<file path="config.mk">
export PLATFORM = sky130hd
export DESIGN_NAME = apple_spawn_ctrl
export DESIGN_NICKNAME = d
export VERILOG_FILES = /design/src/rtl/apple_spawn_ctrl.sv
export SDC_FILE = /design/constraint.sdc
export NUM_CORES = 1
export LEC_CHECK = 0
export CORE_MARGIN = 2
export CORE_UTILIZATION = 35
export CTS_CLUSTER_SIZE = 25
export DETAILED_ROUTE_END_ITERATION = 10
export HOLD_SLACK_MARGIN = 0.15
export SYNTH_ARGS = -nofsm -noshare
export SYNTH_HDL_FRONTEND = slang
export SYNTH_SLANG_ARGS = --single-unit
export TNS_END_PERCENT = 30
</file>
<file path="constraint.sdc">
create_clock -name clk -period 3.9 [get_ports clk]
set_input_delay 0.78 -clock clk [delete_from_list [all_inputs] [get_ports clk]]
set_output_delay 0.78 -clock clk [all_outputs]
set_load 0.01 [all_outputs]
</file>
<file path="src/rtl/apple_spawn_ctrl.sv">
// apple_spawn_ctrl
// Places a new apple after the snake eats one. An accepted eat samples a
// candidate cell from the random-point generator, folds it into the playfield,
// and rejects it if it lands on the current apple or on any of the first len_q
// snake segments (read one per cycle through a one-cycle-latency port). Too
// many rejections in a row raise a fail pulse, and sampling then continues.
// This block is the only writer of the apple position.
//
// Ports:
//   clk        system clock, rising edge
//   rst        asynchronous active-low reset
//   eat        apple-eaten request, accepted in IDLE only
//   length     current snake length (clamped to MAX_LEN on capture)
//   rand_x/y   random point from the generator
//   seg_rd     segment read strobe
//   seg_addr   segment index (0 = head)
//   seg_x/y    segment coordinate, valid the cycle after seg_rd
//   appleX/Y   committed apple position
//   apple_vld  apple on board
//   busy       placement in progress
//   spawn_done one-cycle pulse on commit
//   spawn_fail one-cycle pulse on retry exhaustion
module apple_spawn_ctrl #(
   parameter int H_LOGIC_WIDTH = 5,
   parameter int V_LOGIC_WIDTH = 5,
   parameter int H_LOGIC_MAX   = 31,
   parameter int V_LOGIC_MAX   = 23,
   parameter int LEN_WIDTH     = 10,
   parameter int MAX_LEN       = 201,
   parameter int MAX_RETRY     = 15
) (
   input  logic                     clk,
   input  logic                     rst,
   input  logic                     eat,
   input  logic [LEN_WIDTH-1:0]     length,
   input  logic [H_LOGIC_WIDTH-1:0] rand_x,
   input  logic [V_LOGIC_WIDTH-1:0] rand_y,
   output logic                     seg_rd,
   output logic [LEN_WIDTH-1:0]     seg_addr,
   input  logic [H_LOGIC_WIDTH-1:0] seg_x,
   input  logic [V_LOGIC_WIDTH-1:0] seg_y,
   output logic [H_LOGIC_WIDTH-1:0] appleX,
   output logic [V_LOGIC_WIDTH-1:0] appleY,
   output logic                     apple_vld,
   output logic                     busy,
   output logic                     spawn_done,
   output logic                     spawn_fail
);

   localparam int RETRY_W = $clog2(MAX_RETRY + 1);

   localparam logic [LEN_WIDTH-1:0]     MAX_LEN_C    = LEN_WIDTH'(MAX_LEN);
   localparam logic [LEN_WIDTH-1:0]     LEN_ONE      = LEN_WIDTH'(1);
   localparam logic [H_LOGIC_WIDTH:0]   H_MAX_C      = (H_LOGIC_WIDTH + 1)'(H_LOGIC_MAX);
   localparam logic [V_LOGIC_WIDTH:0]   V_MAX_C      = (V_LOGIC_WIDTH + 1)'(V_LOGIC_MAX);
   localparam logic [H_LOGIC_WIDTH-1:0] H_SPAN_C     = H_LOGIC_WIDTH'(H_LOGIC_MAX + 1);
   localparam logic [V_LOGIC_WIDTH-1:0] V_SPAN_C     = V_LOGIC_WIDTH'(V_LOGIC_MAX + 1);
   localparam logic [H_LOGIC_WIDTH-1:0] APPLE_X0     = H_LOGIC_WIDTH'(3);
   localparam logic [RETRY_W-1:0]       RETRY_LAST_C = RETRY_W'(MAX_RETRY - 1);
   localparam logic [RETRY_W-1:0]       RETRY_ONE    = RETRY_W'(1);

   typedef enum logic [2:0] {
      S_IDLE,
      S_SAMPLE,
      S_SCAN,
      S_COMMIT,
      S_FAIL
   } state_t;

   state_t                   r_state;
   logic [LEN_WIDTH-1:0]     r_len_q;
   logic [H_LOGIC_WIDTH-1:0] r_cand_x;
   logic [V_LOGIC_WIDTH-1:0] r_cand_y;
   logic [RETRY_W-1:0]       r_retry;
   logic                     r_first;    // first SCAN cycle: apple-equality check
   logic                     r_cmp_vld;  // seg_x/seg_y carry a requested segment

   logic [H_LOGIC_WIDTH-1:0] w_fold_x;
   logic [V_LOGIC_WIDTH-1:0] w_fold_y;
   logic                     w_fold_hit_apple;
   logic                     w_scan_hit;
   logic                     w_reject;
   logic                     w_commit;
   logic [H_LOGIC_WIDTH-1:0] w_commit_x;
   logic [V_LOGIC_WIDTH-1:0] w_commit_y;

   always_comb begin
      w_fold_x = ({1'b0, rand_x} > H_MAX_C) ? (rand_x - H_SPAN_C) : rand_x;
      w_fold_y = ({1'b0, rand_y} > V_MAX_C) ? (rand_y - V_SPAN_C) : rand_y;
      w_fold_hit_apple = (w_fold_x == appleX) && (w_fold_y == appleY);
      w_scan_hit = (r_first && (r_cand_x == appleX) && (r_cand_y == appleY)) ||
                   (r_cmp_vld && (seg_x == r_cand_x) && (seg_y == r_cand_y));
      w_reject   = 1'b0;
      w_commit   = 1'b0;
      w_commit_x = r_cand_x;
      w_commit_y = r_cand_y;
      case (r_state)
         // Zero-length snake: the apple check is done on the folded sample
         // directly so COMMIT follows SAMPLE with no SCAN cycle.
         S_SAMPLE: begin
            if (r_len_q == '0) begin
               if (w_fold_hit_apple) begin
                  w_reject = 1'b1;
               end else begin
                  w_commit   = 1'b1;
                  w_commit_x = w_fold_x;
                  w_commit_y = w_fold_y;
               end
            end
         end
         // Reads have stopped and the last returned segment is being
         // compared: a clean compare here completes the scan.
         S_SCAN: begin
            if (w_scan_hit) begin
               w_reject = 1'b1;
            end else if (r_cmp_vld && !seg_rd) begin
               w_commit = 1'b1;
            end
         end
         default: ;
      endcase
   end

   always_ff @(posedge clk or negedge rst) begin
      if (!rst) begin
         r_state    <= S_IDLE;
         r_len_q    <= '0;
         r_cand_x   <= '0;
         r_cand_y   <= '0;
         r_retry    <= '0;
         r_first    <= 1'b0;
         r_cmp_vld  <= 1'b0;
         appleX     <= APPLE_X0;
         appleY     <= '0;
         apple_vld  <= 1'b1;
         busy       <= 1'b0;
         seg_rd     <= 1'b0;
         seg_addr   <= '0;
         spawn_done <= 1'b0;
         spawn_fail <= 1'b0;
      end else begin
         spawn_done <= 1'b0;
         spawn_fail <= 1'b0;
         case (r_state)
            S_IDLE: begin
               if (eat) begin
                  r_len_q   <= (length > MAX_LEN_C) ? MAX_LEN_C : length;
                  busy      <= 1'b1;
                  apple_vld <= 1'b0;
                  r_state   <= S_SAMPLE;
               end
            end
            S_SAMPLE: begin
               r_cand_x  <= w_fold_x;
               r_cand_y  <= w_fold_y;
               r_first   <= 1'b1;
               r_cmp_vld <= 1'b0;
               seg_addr  <= '0;
               if (r_len_q != '0) begin
                  seg_rd  <= 1'b1;
                  r_state <= S_SCAN;
               end
            end
            S_SCAN: begin
               r_first   <= 1'b0;
               r_cmp_vld <= seg_rd;
               if (seg_rd) begin
                  if (seg_addr == r_len_q - LEN_ONE) begin
                     seg_rd <= 1'b0;
                  end else begin
                     seg_addr <= seg_addr + LEN_ONE;
                  end
               end
            end
            S_COMMIT: r_state <= S_IDLE;
            S_FAIL:   r_state <= S_SAMPLE;
            default:  r_state <= S_IDLE;
         endcase

         // Outcome of the current compare overrides the per-state stepping
         // above; any reads still in flight are dropped.
         if (w_reject) begin
            seg_rd    <= 1'b0;
            seg_addr  <= '0;
            r_cmp_vld <= 1'b0;
            if (r_retry == RETRY_LAST_C) begin
               r_retry    <= '0;
               spawn_fail <= 1'b1;
               r_state    <= S_FAIL;
            end else begin
               r_retry <= r_retry + RETRY_ONE;
               r_state <= S_SAMPLE;
            end
         end else if (w_commit) begin
            appleX     <= w_commit_x;
            appleY     <= w_commit_y;
            apple_vld  <= 1'b1;
            busy       <= 1'b0;
            spawn_done <= 1'b1;
            seg_rd     <= 1'b0;
            seg_addr   <= '0;
            r_cmp_vld  <= 1'b0;
            r_retry    <= '0;
            r_state    <= S_COMMIT;
         end
      end
   end

endmodule

</file>
==> results of run 1 <==
-- cell usage after synthesis, types with 2 or more instances --
library cell and instances:
nor4_1 3, nand2_1 39, ha_1 4, o21ba_1 3
nand4_1 5, nor2b_1 10, o211ai_1 2, inv_1 10
a22oi_1 2, and3_1 9, nor3_1 7, buf_1 2
nand3_1 11, a31oi_1 9, xor2_1 11, a21oi_1 14
dfrtp_1 51, and2_1 3, xnor2_1 31, o2111ai_1 4
o21ai_1 7, o21ai_0 7, clkbuf_1 3, nor4_4 2
a22o_1 3, dfstp_2 3, o21a_1 6, nor2_1 15
nor3b_1 7, buf_4 2, mux2_1 19, nand3b_1 2
-- state kept, by name, indices dropped and copies added (netlist names) --
register,cells
r_first,1
spawn_done,1
spawn_fail,1
apple_vld,1
r_retry,4
r_state,3
appleY,5
r_cmp_vld,1
r_len_q,10
appleX,5
r_cand_x,5
seg_rd,1
seg_addr,10
r_cand_y,5
busy,1
-- per-layer routing --
| metal | vias up | share of wire, % | GRT usage (%) |
|---|---|---|---|
| met2 | 41 | 47 | 25.6 |
| met3 | 5 | 2.9 | 2.65 |
| met1 | 1243 | 49 | 22.7 |
| met5 | - | 0 | 0 |
| li1 | 1290 | - | - |
| met4 | 0 | 1.3 | 4.53 |
-- worst max-delay path by stage --
| stage | from | depth (start not counted) | endpoint | slack [ps] |
|---|---|---|---|---|
| floorplan | r_len_q[0]$_DFFE_PN0P_ | 9 | appleY[4]$_DFFE_PN0P_ | 1400 |
| global placement | rand_x[2] | 8 | appleY[1]$_DFFE_PN0P_ | 730 |
| detailed placement | rand_x[2] | 8 | appleY[3]$_DFFE_PN0P_ | 700 |
| CTS | r_len_q[0]$_DFFE_PN0P_ | 8 | appleY[0]$_DFFE_PN0P_ | 890 |
| global route | r_len_q[0]$_DFFE_PN0P_ | 8 | appleY[2]$_DFFE_PN0P_ | 670 |
| finish | r_len_q[0]$_DFFE_PN0P_ | 8 | appleY[0]$_DFFE_PN0P_ | 920 |
-- cell type report --
| cell class | count | area [um^2] | share of cell area, % |
|---|---|---|---|
| Tap cell | 111 | 139 | 3.42 |
| Timing Repair Buffer | 61 | 596 | 14.7 |
| Multi-Input combinational cell | 254 | 1780 | 44.0 |
| Clock buffer | 6 | 82.6 | 2.04 |
| Inverter | 11 | 41.3 | 1.02 |
| Sequential cell | 54 | 1360 | 33.4 |
| Clock inverter | 2 | 60.1 | 1.48 |
-- where the power goes --
| group | total, mW | switching, mW | internal, mW |
|---|---|---|---|
| Clock | 0.465 | 0.192 | 0.274 |
| Combinational | 1.06 | 0.498 | 0.559 |
| Sequential | 1.03 | 0.279 | 0.754 |
-- worst max-delay path, cell delays in order (launching register included) --
cell and delay [ps]:
dfrtp_1 450, inv_1 100, ha_1 190, nor3b_2 400, nand2_1 200, nor4_4 330, and2_1 530, mux2_1 380
mux2_1 280
-- kinds of logic after synthesis --
kind of cell | count (synthesis) | synth area share, %
and+or+nand+nor | 123 | 21.1
AOI/OAI and AO/OA | 63 | 13.4
DFF | 54 | 41.9
xor gates and xnor gates | 42 | 11.4
muxes | 22 | 7.75
buffers and inverters | 20 | 2.83
adders and majority gates | 4 | 1.55
-- stage by stage --
step,cell area (um^2),worst slack [ps],hold WS [ps]
after detailed placement,3920,697,467
final,4060,917,426
after CTS,4060,888,449
after global routing,4060,672,469
after global placement,3920,730,482
after floorplan,3230,1400,447
==> reports/results.ini, run 1 <==
[layout]
most-common-layout-cells = 56 x clkdlybuf4s50_1, 51 x dfrtp_1, 39 x nand2_1
num_antenna_cells = 0
fillCellCount = 901
nets = 424
instances_no_fill = 499
finalCoreUtilization_pct = 44.5
area_growth_pct = 25.6
final_common_cell = clkdlybuf4s50_1
drive_gt1_share_pct = 7.22

[yosys]
synth.distinct_cells = 54
synth_top_cell_by_area = dfrtp_1
synth.cell_area_um2 = 3230
synth_area_leaders = dfrtp_1 40%, xnor2_1 8.4%, mux2_1 6.6%
synthArstFlopShare_pct = 100
synth_top_area_share_pct = 39.5
ys_seq_elements = 54
synthCells = 328
ys_seq_area_share_pct = 41.9
synth_nets = 365
ys.flop_type = dfrtp_1
yosysWarnings = 0
synth_edf_count = 0
syn_area_per_cell_um2 = 9.85

[clock_network]
numCtsBuffers = 5
holdBufCountCts = 0
clock_sinks = 54
clk_pin_slew_worst_paths_ps = 100
cts_tree = yes
cts_htree_levels = 2
post_cts_resized = 0
root_buffer = clkbuf_8
clock_latency_ps = 320
clk_path_buf_depth = 2
postCtsSetupRepairBufs = 0

[worst_setup_path]
worstSetupPathType = reg2reg
r2r-start = r_len_q[0]$_DFFE_PN0P_
reg2reg_depth = 8
end_kind = register
startpoint_type = register
crit_path_max_fanout = 11
arrival_ps = 3190
critical_path_required_ps = 4110
rr_endpoint = appleY[0]$_DFFE_PN0P_
rrSetupSlack_ps = 920

[min_path]
hold_path.class = in2async

[floorplanning]
die_width_um = 100
start_util_pct = 35.5
dieHeight_um = 100
dieArea_um2 = 10000
design.core.area_um2 = 9110
row_count = 35
pin_count = 58

[sta]
max_slew.worst_pin.slew_ps = 815
slew_violations = 0
fin_crit_sh_pct = 76.5
rsz0062_at_grt = no
period_needed_ps = 2980
hold_viol = 0
fin_skew_ps = 9.53
timing.slew.headroom_pct = 45.2
fmax_mhz = 335
setup_violations = 0
tns_ps = 0

[global_routing]
antenna_found_initial = 0
grt_max_degree = 32
grt_use_total_pct = 16.1
grt_pass1_vias = 2559
grt_overflow_total = 0
grt_first_pass_wirelength_mm = 12.9

[place]
dp_cells = 491
portBuffers = 57
hpwl_mm = 5.81
gp_congestion = 0.862

[power_and_ir_drop]
ir_drop_uv = 223
p_leak_nw = 1.67
power_mw = 2.55
cellPowerDensity_nw_per_um2 = 630

[flow_run]
cap_violations = 0

[detailed_routing]
routed_wl_mm = 7.53
ant_nets = 0
wl_per_cell_um = 15.1
drt_iter0_drc = 109
vias = 2579
drc_errors = 0
first_pass_iters = 4
vias_per_cell = 5.17

[run_status]
status = complete, no violations

Power figures use the tool's default switching activity.
==> run 2, diff against run 1 <==
==> constraint.sdc (replaced) <==
create_clock -name clk -period 2.6 [get_ports clk]
set_input_delay 0.52 -clock clk [delete_from_list [all_inputs] [get_ports clk]]
set_output_delay 0.52 -clock clk [all_outputs]
set_load 0.01 [all_outputs]
==> run 2 against run 1 <==
Register-to-register slack worse by 750 ps. Critical path type is now in2reg. Design area up 4.8%. Critical endpoint is now appleX[2]$_DFFE_PN0P_. Sequential power up 48%. Non-clock buffer count up 27. Via count up 2.9%. Critical path depth up 1. Power up 46%.
==> reports/results.ini, run 2 (synthesized netlist as in run 1, its figures left out) <==
[run_status]
status = complete, no violations

[place]
portBuffers = 57  ; unchanged
gp_congestion = 0.776  ; -10%
dp_cells = 518  ; +5.5%
post-place-ws_ps = -235  ; -932 ps
hpwl_mm = 5.95  ; +2.6%

[global_routing]
grt_pass1_vias = 2590  ; +1.2%
grt_first_pass_wirelength_mm = 13.1  ; +2.1%
antenna_found_initial = 0  ; unchanged
grt_max_degree = 30  ; -6.3%
grt_use_total_pct = 16.3  ; +0.24 points
grt_overflow_total = 0  ; unchanged

[power_and_ir_drop]
p_leak_nw = 1.80  ; +7.6%
ir_drop_uv = 362  ; +62%
cellPowerDensity_nw_per_um2 = 875  ; +39%

[floorplanning]
design.core.area_um2 = 9110  ; unchanged
row_count = 35  ; unchanged
pin_count = 58  ; unchanged
die_width_um = 100  ; unchanged
start_util_pct = 35.5  ; unchanged
dieArea_um2 = 10000  ; unchanged
dieHeight_um = 100  ; unchanged

[detailed_routing]
drt_iter0_drc = 111  ; +1.8%
first_pass_iters = 4  ; unchanged
ant_nets = 0  ; unchanged
routed_wl_mm = 7.65  ; +1.6%
vias = 2655  ; +2.9%
vias_per_cell = 5.05  ; -2.3%
wl_per_cell_um = 14.5  ; -3.6%
drc_errors = 0  ; unchanged

[worst_setup_path]
max_stage_delay_ps = 440  ; -90 ps
crit_top_cell = mux2_1
reg2reg_depth = 9  ; +1
r2r-start = r_len_q[1]$_DFFE_PN0P_
rrSetupSlack_ps = 170  ; -750 ps
worstSetupPathType = in2reg
arrival_ps = 2710  ; -480 ps
critical_path.cell_chain = clkdlybuf4s50_1, xor2_1, nor4_1, buf_4, o211ai_1, and2_2, buf_12, mux2_1, mux2_1
crit_path_max_fanout = 8  ; -3
rr_endpoint = appleX[2]$_DFFE_PN0P_
critical_path_required_ps = 2800  ; -1310 ps
end_kind = register
cp_slowest_cell = clkdlybuf4s50_1
startpoint_type = primary input

[sta]
period_needed_ps = 2520
fmax_mhz = 397
hold_viol = 0  ; unchanged
whs_ps = 215  ; -211 ps
fin_ws_ps = 81.9  ; -835 ps
fin_skew_ps = 13.0  ; +3.50 ps
timing.slew.headroom_pct = 58.9  ; +14 points
rsz0062_at_grt = no
setup_violations = 0  ; unchanged
max_slew.worst_pin.slew_ps = 616  ; -199 ps
fin_crit_sh_pct = 96.8
slew_violations = 0  ; unchanged

[layout]
drive_gt1_share_pct = 13.7  ; +6.5 points
multi_input_comb_area_um2 = 1800  ; +0.63%
regArea_um2 = 1360  ; unchanged
reg.largest.list = r_len_q: 10 flops, seg_addr: 10 flops
area_growth_pct = 31.6
most-common-layout-cells = 56 x clkdlybuf4s50_1, 51 x dfrtp_1, 39 x nand2_1
nets = 451  ; +6.4%
num_antenna_cells = 0  ; unchanged
finalCoreUtilization_pct = 46.7  ; +2.1 points
final_common_cell = clkdlybuf4s50_1
fillCellCount = 901  ; unchanged
instances_no_fill = 526  ; +5.4%

[clock_network]
cts_htree_levels = 2  ; unchanged
postCtsSetupRepairBufs = 0  ; unchanged
holdBufCountCts = 0  ; unchanged
clock_sinks = 54  ; unchanged
clock_latency_ps = 310  ; about the same
numCtsBuffers = 5  ; unchanged
clk_pin_slew_worst_paths_ps = 100  ; about the same
cts_tree = yes
root_buffer = clkbuf_8
clk_path_buf_depth = 2  ; unchanged
post_cts_resized = 0  ; unchanged

[flow_run]
cap_violations = 0  ; unchanged

[min_path]
hold_path.class = in2async

==> run 2: changes by cell type in the layout (fill, tap and decap cells not counted), sizes merged <==
cell | previous run | this run
clkinv | 0 | 2
bufinv | 2 | 0
buf | 5 | 32
==> run 2: how the worst max path moves through the flow <==
| stage | slack (ps) | cells past startpoint | to | from |
|---|---|---|---|---|
| after floorplan | 100 | 9 | appleY[4]$_DFFE_PN0P_ | r_len_q[0]$_DFFE_PN0P_ |
| after global placement | -260 | 9 | appleY[0]$_DFFE_PN0P_ | rand_x[2] |
| after detailed placement | -240 | 9 | appleY[0]$_DFFE_PN0P_ | rand_x[2] |
| after CTS | 40 | 9 | appleY[0]$_DFFE_PN0P_ | r_len_q[0]$_DFFE_PN0P_ |
| after global routing | 10 | 9 | appleX[4]$_DFFE_PN0P_ | rand_x[2] |
| final | 80 | 9 | appleX[2]$_DFFE_PN0P_ | rand_x[2] |
==> run 2: layout make-up <==
cell class                      count  area share [%]
Sequential cell                    54            31.9
Clock buffer                        6            1.71
Clock inverter                      2           0.324
Timing Repair Buffer               88            19.7
Inverter                           11           0.971
Tap cell                          111            3.27
Multi-Input combinational cell    254            42.2
==> run 2: report_power, final <==
| group | leakage (nW) | switching, mW | internal, mW | total [mW] |
|---|---|---|---|---|
| combinational | 1.07 | 0.790 | 0.937 | 1.73 |
| sequential | 0.677 | 0.395 | 1.13 | 1.52 |
| clock | 0.0452 | 0.278 | 0.191 | 0.469 |
| total | 1.80 | 1.46 | 2.26 | 3.72 |
==> run 2: per-stage QoR <==
step	power, mW	instance area [um^2]	setup TNS, ps
after floorplan	2.53	3230	0
after global placement	3.23	4160	-2570
after detailed placement	3.27	4160	-2270
after CTS	3.75	4240	0
after global routing	4.01	4250	0
final	3.72	4250	0
==> run 2: layer usage <==
layer  share of wire (%)  up-vias  track usage [%]  wire [um]
li1                    -     1333                -          -
met1                  49     1281             23.5       3770
met2                  47       36             26.7       3610
met3                 2.6        5             1.74        195
met4                0.92        0             3.48         70
met5                   0        -                0          0
==> run 2: worst max-delay path: cells and delay by family <==
family | cells | cell delay [ps]
AO/OA/AOI/OAI | 1 | 70
XOR/XNOR | 1 | 170
buffers and inverters | 3 | 770
multiplexers | 2 | 580
AND/OR/NAND/NOR | 2 | 590
